===== config.mk =====
export PLATFORM = sky130hd
export DESIGN_NAME = result_bcd_converter_flat
export DESIGN_NICKNAME = d
export VERILOG_FILES = /design/src/rtl/result_bcd_converter_if.sv /design/src/rtl/result_bcd_converter.sv /design/src/flat_wrapper.sv
export SDC_FILE = /design/constraint.sdc
export NUM_CORES = 1
export LEC_CHECK = 0
export CAP_MARGIN = 10
export CORE_ASPECT_RATIO = 0.6
export CORE_MARGIN = 2
export CORE_UTILIZATION = 52
export DETAILED_ROUTE_END_ITERATION = 8
export PLACE_DENSITY = 0.77
export SETUP_SLACK_MARGIN = 0.5
export SYNTH_ARGS = -nofsm -noshare
export SYNTH_HDL_FRONTEND = slang
export SYNTH_SLANG_ARGS = --single-unit

===== constraint.sdc =====
create_clock -name clock -period 2.8 [get_ports clock]
set_input_delay 0.56 -clock clock [delete_from_list [all_inputs] [get_ports clock]]
set_output_delay 0.56 -clock clock [all_outputs]
set_load 0.1 [all_outputs]

===== src/rtl/result_bcd_converter_if.sv =====
// Start/busy/done handshake and data bus between a binary source and the BCD converter.
interface result_bcd_converter_if #(
    parameter int IN_WIDTH = 9,
    parameter int DIGITS   = 3
);
    logic                  start;
    logic [IN_WIDTH-1:0]   data_in;
    logic                  busy;
    logic                  done;
    logic [4*DIGITS-1:0]   bcd_out;

    modport master (
        output start,
        output data_in,
        input  busy,
        input  done,
        input  bcd_out
    );

    modport slave (
        input  start,
        input  data_in,
        output busy,
        output done,
        output bcd_out
    );
endinterface


===== src/rtl/result_bcd_converter.sv =====
// Sequential binary-to-BCD converter (shift-and-add-3), one input bit per clock.
//   state     | meaning
//   S_IDLE    | waiting for start; bcd_out holds the last result
//   S_CONVERT | one double-dabble step per cycle, IN_WIDTH steps total
//   S_DONE    | bcd_out freshly loaded, done pulse; start may re-trigger
module result_bcd_converter #(
    parameter int IN_WIDTH = 9,
    parameter int DIGITS   = 3
) (
    input  logic                  clock,
    input  logic                  reset,
    result_bcd_converter_if.slave bus
);
    localparam int CNT_W  = $clog2(IN_WIDTH + 1);
    localparam int ACC_W  = 4 * DIGITS;

    function automatic longint pow10(input int n);
        longint r = 1;
        for (int i = 0; i < n; i++) r = r * 10;
        return r;
    endfunction

    localparam longint MAX_IN = (longint'(1) << IN_WIDTH) - 1;

    if (IN_WIDTH < 1 || IN_WIDTH > 16) begin : g_width_err
        $fatal(1, "result_bcd_converter: IN_WIDTH must be in 1..16");
    end
    if (pow10(DIGITS) <= MAX_IN) begin : g_digits_err
        $fatal(1, "result_bcd_converter: DIGITS too small for IN_WIDTH");
    end

    typedef enum logic [1:0] {S_IDLE, S_CONVERT, S_DONE} state_t;

    state_t              state, state_next;
    logic [IN_WIDTH-1:0] bin_shift;
    logic [ACC_W-1:0]    bcd_acc;
    logic [ACC_W-1:0]    acc_adj;
    logic [ACC_W-1:0]    acc_shift;
    logic [CNT_W-1:0]    bit_cnt;
    logic [ACC_W-1:0]    bcd_reg;
    logic                busy_reg;
    logic                done_reg;
    logic                accept;
    logic                last_step;

    assign accept    = bus.start && (state == S_IDLE || state == S_DONE);
    assign last_step = (state == S_CONVERT) && (bit_cnt == CNT_W'(1));

    // Correct every digit before the shift, then bring in the next binary MSB.
    always_comb begin
        acc_adj = bcd_acc;
        for (int i = 0; i < DIGITS; i++) begin
            if (bcd_acc[4*i +: 4] >= 4'd5) acc_adj[4*i +: 4] = bcd_acc[4*i +: 4] + 4'd3;
        end
        acc_shift = {acc_adj[ACC_W-2:0], bin_shift[IN_WIDTH-1]};
    end

    always_comb begin
        state_next = state;
        case (state)
            S_IDLE:    if (bus.start) state_next = S_CONVERT;
            S_CONVERT: if (last_step) state_next = S_DONE;
            S_DONE:    state_next = bus.start ? S_CONVERT : S_IDLE;
            default:   state_next = S_IDLE;
        endcase
    end

    always_ff @(posedge clock) begin
        if (reset) begin
            state    <= S_IDLE;
            busy_reg <= 1'b0;
            done_reg <= 1'b0;
        end else begin
            state    <= state_next;
            busy_reg <= (state_next == S_CONVERT);
            done_reg <= (state_next == S_DONE);
        end
    end

    always_ff @(posedge clock) begin
        if (reset) begin
            bin_shift <= '0;
            bcd_acc   <= '0;
            bit_cnt   <= '0;
            bcd_reg   <= '0;
        end else if (accept) begin
            bin_shift <= bus.data_in;
            bcd_acc   <= '0;
            bit_cnt   <= CNT_W'(IN_WIDTH);
        end else if (state == S_CONVERT) begin
            bcd_acc   <= acc_shift;
            bin_shift <= bin_shift << 1;
            bit_cnt   <= bit_cnt - CNT_W'(1);
            if (last_step) bcd_reg <= acc_shift;
        end
    end

    assign bus.busy    = busy_reg;
    assign bus.done    = done_reg;
    assign bus.bcd_out = bcd_reg;
endmodule

===== src/flat_wrapper.sv =====
// flat-port wrapper written by rule: the top's interface ports become plain ports
module result_bcd_converter_flat 
#(
    parameter int IN_WIDTH = 9,
    parameter int DIGITS   = 3
)
  (clock, reset, bus_start, bus_data_in, bus_busy, bus_done, bus_bcd_out);
  result_bcd_converter_if #(.IN_WIDTH(IN_WIDTH), .DIGITS(DIGITS)) bus_i ();
  input  logic clock;
  input  logic reset;
  input wire logic [$bits(bus_i.start)-1:0] bus_start;
  input wire logic [$bits(bus_i.data_in)-1:0] bus_data_in;
  output wire logic [$bits(bus_i.busy)-1:0] bus_busy;
  output wire logic [$bits(bus_i.done)-1:0] bus_done;
  output wire logic [$bits(bus_i.bcd_out)-1:0] bus_bcd_out;
  assign bus_i.start = bus_start;
  assign bus_i.data_in = bus_data_in;
  assign bus_busy = bus_i.busy;
  assign bus_done = bus_i.done;
  assign bus_bcd_out = bus_i.bcd_out;
  result_bcd_converter #(.IN_WIDTH(IN_WIDTH), .DIGITS(DIGITS)) u_core (.clock(clock), .reset(reset), .bus(bus_i));
endmodule

Yosys cells after proc, flatten, opt, wreduce, memory -nomap -nowiden:

Index checks and enable logic that the tools add are counted.

* bits in registers: 41
* output and inout port bits: 14
* word-level logic and storage cells: 39

* reduce and logical (&&, ||, !) cells: 7
* $lt $le $gt $ge: 3
* $add $sub $neg: 4
* equality and inequality tests: 5
* mux-type cells: 11
* bitwise gates (word level): 1

Operators by type and width (number)
* 2-to-1 mux 9 bit: 2
* 2-to-1 mux 4 bit: 4
* >= comparator 4 x 3 -> 1 bit (second input constant): 3
* adder 4 x 2 -> 4 bit (second input constant): 2
* case mux 2 bit (3 select lines): 1
* == test 2 x 1 -> 1 bit (second input constant): 2
* == test 2 bit (second input constant): 2
* == test 4 x 1 -> 1 bit (second input constant): 1
* 2-to-1 mux 2 bit: 2
* subtractor 4 x 1 -> 4 bit (second input constant): 1
* adder 3 x 2 -> 3 bit (second input constant): 1
* 2-to-1 mux 3 bit: 1
* AND reduction 3 bit: 1
* logical AND 1 bit: 2
* zero test 2 bit: 1
* nonzero test 2 bit: 1
* OR reduction 2 bit: 1
* logical OR 1 bit: 1
* 2-to-1 mux 1 bit: 1
* inverter 1 bit: 1

Logic depth before layout (Yosys ltp):

* depth in word-level cells: 5
* depth in mapped cells: 6

Least setup slack after synthesis:

No wires, ideal clock.

* path kind: reg-to-reg
* from: register u_core.bit_cnt[0]
* to: register u_core.bcd_reg[10] (netlist: u_core.bus.bcd_out[10])
* cell stages (with the launch flop): 6
* required time: 2.726 ns
* data arrival time: 1.478 ns
* clock period less this slack: 1.551 ns
* path slack: 1.249 ns
* path through: dfxtp_1 > ha_1 > or3b_4 > or3_1 > buf_6 > o22ai_2

* cells in the longest elaborated chain, start to end: 3

Ends and longest elaborated chain
* start: declaration: line result_bcd_converter.sv:39 `logic [CNT_W-1:0] bit_cnt;`
* start signal: assignment: line result_bcd_converter.sv:89 `bit_cnt <= CNT_W'(IN_WIDTH);`
* start signal: assignment: line result_bcd_converter.sv:93 `bit_cnt <= bit_cnt - CNT_W'(1);`
* == test 4 x 1 -> 1 bit: line result_bcd_converter.sv:47 `assign last_step = (state == S_CONVERT) && (bit_cnt == CNT_W'(1));`
* logical AND 1 bit: line result_bcd_converter.sv:47
* AND reduction 3 bit (no line)
* end signal: assignment: line result_bcd_converter.sv:94 `if (last_step) bcd_reg <= acc_shift;`
* end: declaration: line result_bcd_converter.sv:40 `logic [ACC_W-1:0] bcd_reg;`

No other way between the ends.
A chain may end at the register's enable or synchronous reset.

Worst setup path after layout:

* from: register u_core.bit_cnt[0]
* to: register u_core.bcd_reg[0] (netlist: u_core.bus.bcd_out[0])

The elaborated chain is that of the path after synthesis.

==> results.md <==
* Total Routing Usage GR at 0.208
* Most frequent cells in the layout: 41 x dfxtp_1, 21 x nor2_1, 20 x buf_4
* Slew margin rel. at 0.708
* Leak at 0.810 nW
* Logic pwr share at 0.169
* Total wire length at between 3 and 4 mm
* Unrepaired setup endpoints after global routing: no
* Synthesized flop and latch total at 41
* Layout area overhead at 19.8%
* Clk_skew at between 8 and 9 ps
* Multi-input logic area at ~890 um2
* Switching fraction of total power at 0.284
* Synth Instances at between 200 and 250
* P_sw at 362 uW
* Critical path buffers and inverters at 1
* CP startpoint kind: flop
* CTS tree: yes
* Clk_lat worst skew at 290 ps
* Core footprint at about 0.0033 mm2
* Clk pwr share at 0.334
* Detailed placement HPWL at approximately 2.8 mm
* Num ports at 26
* # fillers at around 280
* Fin crit period at 1920 ps
* Area after DPL at about 0.0021 mm2
* Number of global-route vias before repair at around 1400
* Die height at between 40 and 50 um
* Post-CTS Hold Buffers at 0
* Maximum vdd drop at 0.362 mV
* Fin area at roughly 0.0022 mm2
* Netlist cell types at 28
* Post-Syn Area at around 0.0018 mm2
* Num CTS Buffers at 5
* Starting density of the core at 0.551
* Synth area leader: dfxtp_1
* Crit path capture type: flop
* P per Cell Area at between 500 and 600 mW/mm2
* First-pass GRT wire length at 6.44 mm
* Worst R2R Setup Slack at a little under 900 ps
* Grt ovf at 0
* Status: finished, final reports clean
* Pin count of the biggest net entering global routing at 22
* PostCTS Resize Cnt at 0
* Vias at 1490
* Critical path type: reg2reg
* Clock slew at reported path FFs at around 80 ps
* Syn nets at around 220
* Crit path largest cell delay at between 400 and 500 ps
* CP cell instances: ha_1 -> or3b_4 -> nor2_2 -> buf_4 -> mux2i_1 -> nor2_1
* Max-cap violations at 0
* Final nets at ~250
* H-tree Lvls at 2
* Share of cells above drive strength 1 at 0.170
* GPL Wtd Cong at around 0.83
* Slowest cell on the critical path: or3b_4
* Share of the synthesized area in the top cell type at 0.454
* Initial antenna violation count at 0
* Initial DRC Count at just over 80
* Setup TNS at 0 ps
* Sequential fraction of the synthesis area at 0.454
* Final Setup Violations at 0
* Fmax at 522 MHz
* Row cnt at 16
* Mean Syn Cell Area at around 9 um2
* Setup Buffers After CTS at 0
* Final Hold Fails at 0
* CP delay by family, top: simple AND/OR/NAND/NOR gates
* CP required at between 2000 and 3000 ps
* # diodes at 0
* Hold crit path type: reg2reg
* Die X at 80.1 um
* Routed len/inst at between 10 and 15 um
* Tcrit/Tclk final at 0.684
* Root Buffer: clkbuf_8
* Via-per-instance ratio at ~5.4
* Least-Margin Pin Slew at approximately 440 ps
* WP data arrival at 2090 ps
* DRC Markers at 0
* Internal power at ~900 uW
* Final antenna-violating net count at 0
* CP max FO at 9
* DRT Pass-1 Iters at 4
* Max Root-Sink Buffers at 2
* # clock sinks at between 40 and 50
* Reg area at roughly 800 um2
* Seq pwr share at 0.497
* Die Area at around 0.004 mm2
* Synthesis Warnings at 0
* Port Buffers at 25
* Most common cell after layout, fill and taps aside: dfxtp_1
* Slew Limit Fails at 0
* Top post-synthesis cells by area: dfxtp_1 45%, ha_1 5.5%, nand2b_1 4.5%
-- power groups by stage --
stage	registers (mW)	clock network, mW	logic (mW)
CTS	0.633	0.431	0.215
global route	0.637	0.455	0.234
floorplan	0.689	0	0.112
finish	0.634	0.427	0.215
detailed placement	0.646	0	0.213
global placement	0.645	0	0.207
-- layout make-up --
class | instances | area share
inverter | 10 | 0.0173
multi-input combinational | 139 | 0.411
tap | 45 | 0.0260
timing repair buffer | 31 | 0.120
sequential | 41 | 0.379
clock inverter | 1 | 0.00231
clock buffer | 7 | 0.0445
-- cells in the mapped netlist --
cell type	count
or3_1	1
clkbuf_1	3
o22ai_1	10
dfxtp_1	41
or3b_4	1
a311oi_1	4
xnor2_1	5
buf_4	1
nor3b_1	5
buf_2	6
mux2_2	3
nor3_1	5
xor2_1	1
buf_6	1
nor2_1	21
a211oi_1	8
mux2i_1	2
ha_1	8
nand2b_1	13
nor4_1	1
a21oi_1	16
o21ai_0	5
nand2_1	19
nor2_2	1
nand3_1	3
o22ai_2	6
nor2b_1	1
inv_1	10
-- path summary, 6_finish.rpt --
path | start | endpoint | cells after the start
max | u_core.bit_cnt[0]$_SDFFE_PP0P_ | u_core.bus.bcd_out[0]$_SDFFE_PP0P_ | 6
min | u_core.bin_shift[1]$_SDFFE_PP0P_ | u_core.bin_shift[2]$_SDFFE_PP0P_ | 2
max reg2reg | u_core.bit_cnt[0]$_SDFFE_PP0P_ | u_core.bus.bcd_out[0]$_SDFFE_PP0P_ | 6
min reg2reg | u_core.bin_shift[1]$_SDFFE_PP0P_ | u_core.bin_shift[2]$_SDFFE_PP0P_ | 2
-- layer usage --
layer | vias to the layer above | GRT usage | wire (um)
li1 | 755 | - | -
met1 | 708 | 0.295 | 2050
met2 | 25 | 0.317 | 1650
met3 | 2 | 0.0549 | 125
met4 | 0 | 0.0480 | 19
met5 | - | 0 | 0
-- cells by family (layout without fill, tap and decap cells) --
kind of cell    Yosys count  count (layout)  share of synthesized area
flops                    41              41                      0.454
mux                       5               5                     0.0298
fa+ha+maj                 8               8                     0.0554
simple gates             71              71                      0.191
xor+xnor                  6               6                     0.0291
buf+inv                  21              49                     0.0540
compound gates           49              49                      0.187
-- through the flow --
step / util / cells / setup WS, ps / hold WS, ps / power [mW]
2_1_floorplan: - / 201 / 1250 / 445 / 0.801
3_3_place_gp: 0.629 / 266 / 877 / 457 / 0.853
3_5_place_dp: 0.629 / 266 / 819 / 473 / 0.860
4_1_cts: 0.660 / 274 / 896 / 483 / 1.28
5_1_grt: 0.660 / 274 / 773 / 510 / 1.33
6_report: 0.660 / 274 / 883 / 476 / 1.28
-- tightest hold or removal path, delay by kind of cell, from the launching register on --
| family | cells | cell delay (ps) |
|---|---|---|
| AND/OR/NAND/NOR | 1 | 50 |
| flip-flops | 1 | 320 |
| AO/OA/AOI/OAI | 1 | 70 |
Note: power is estimated with default switching activity, not from simulation.
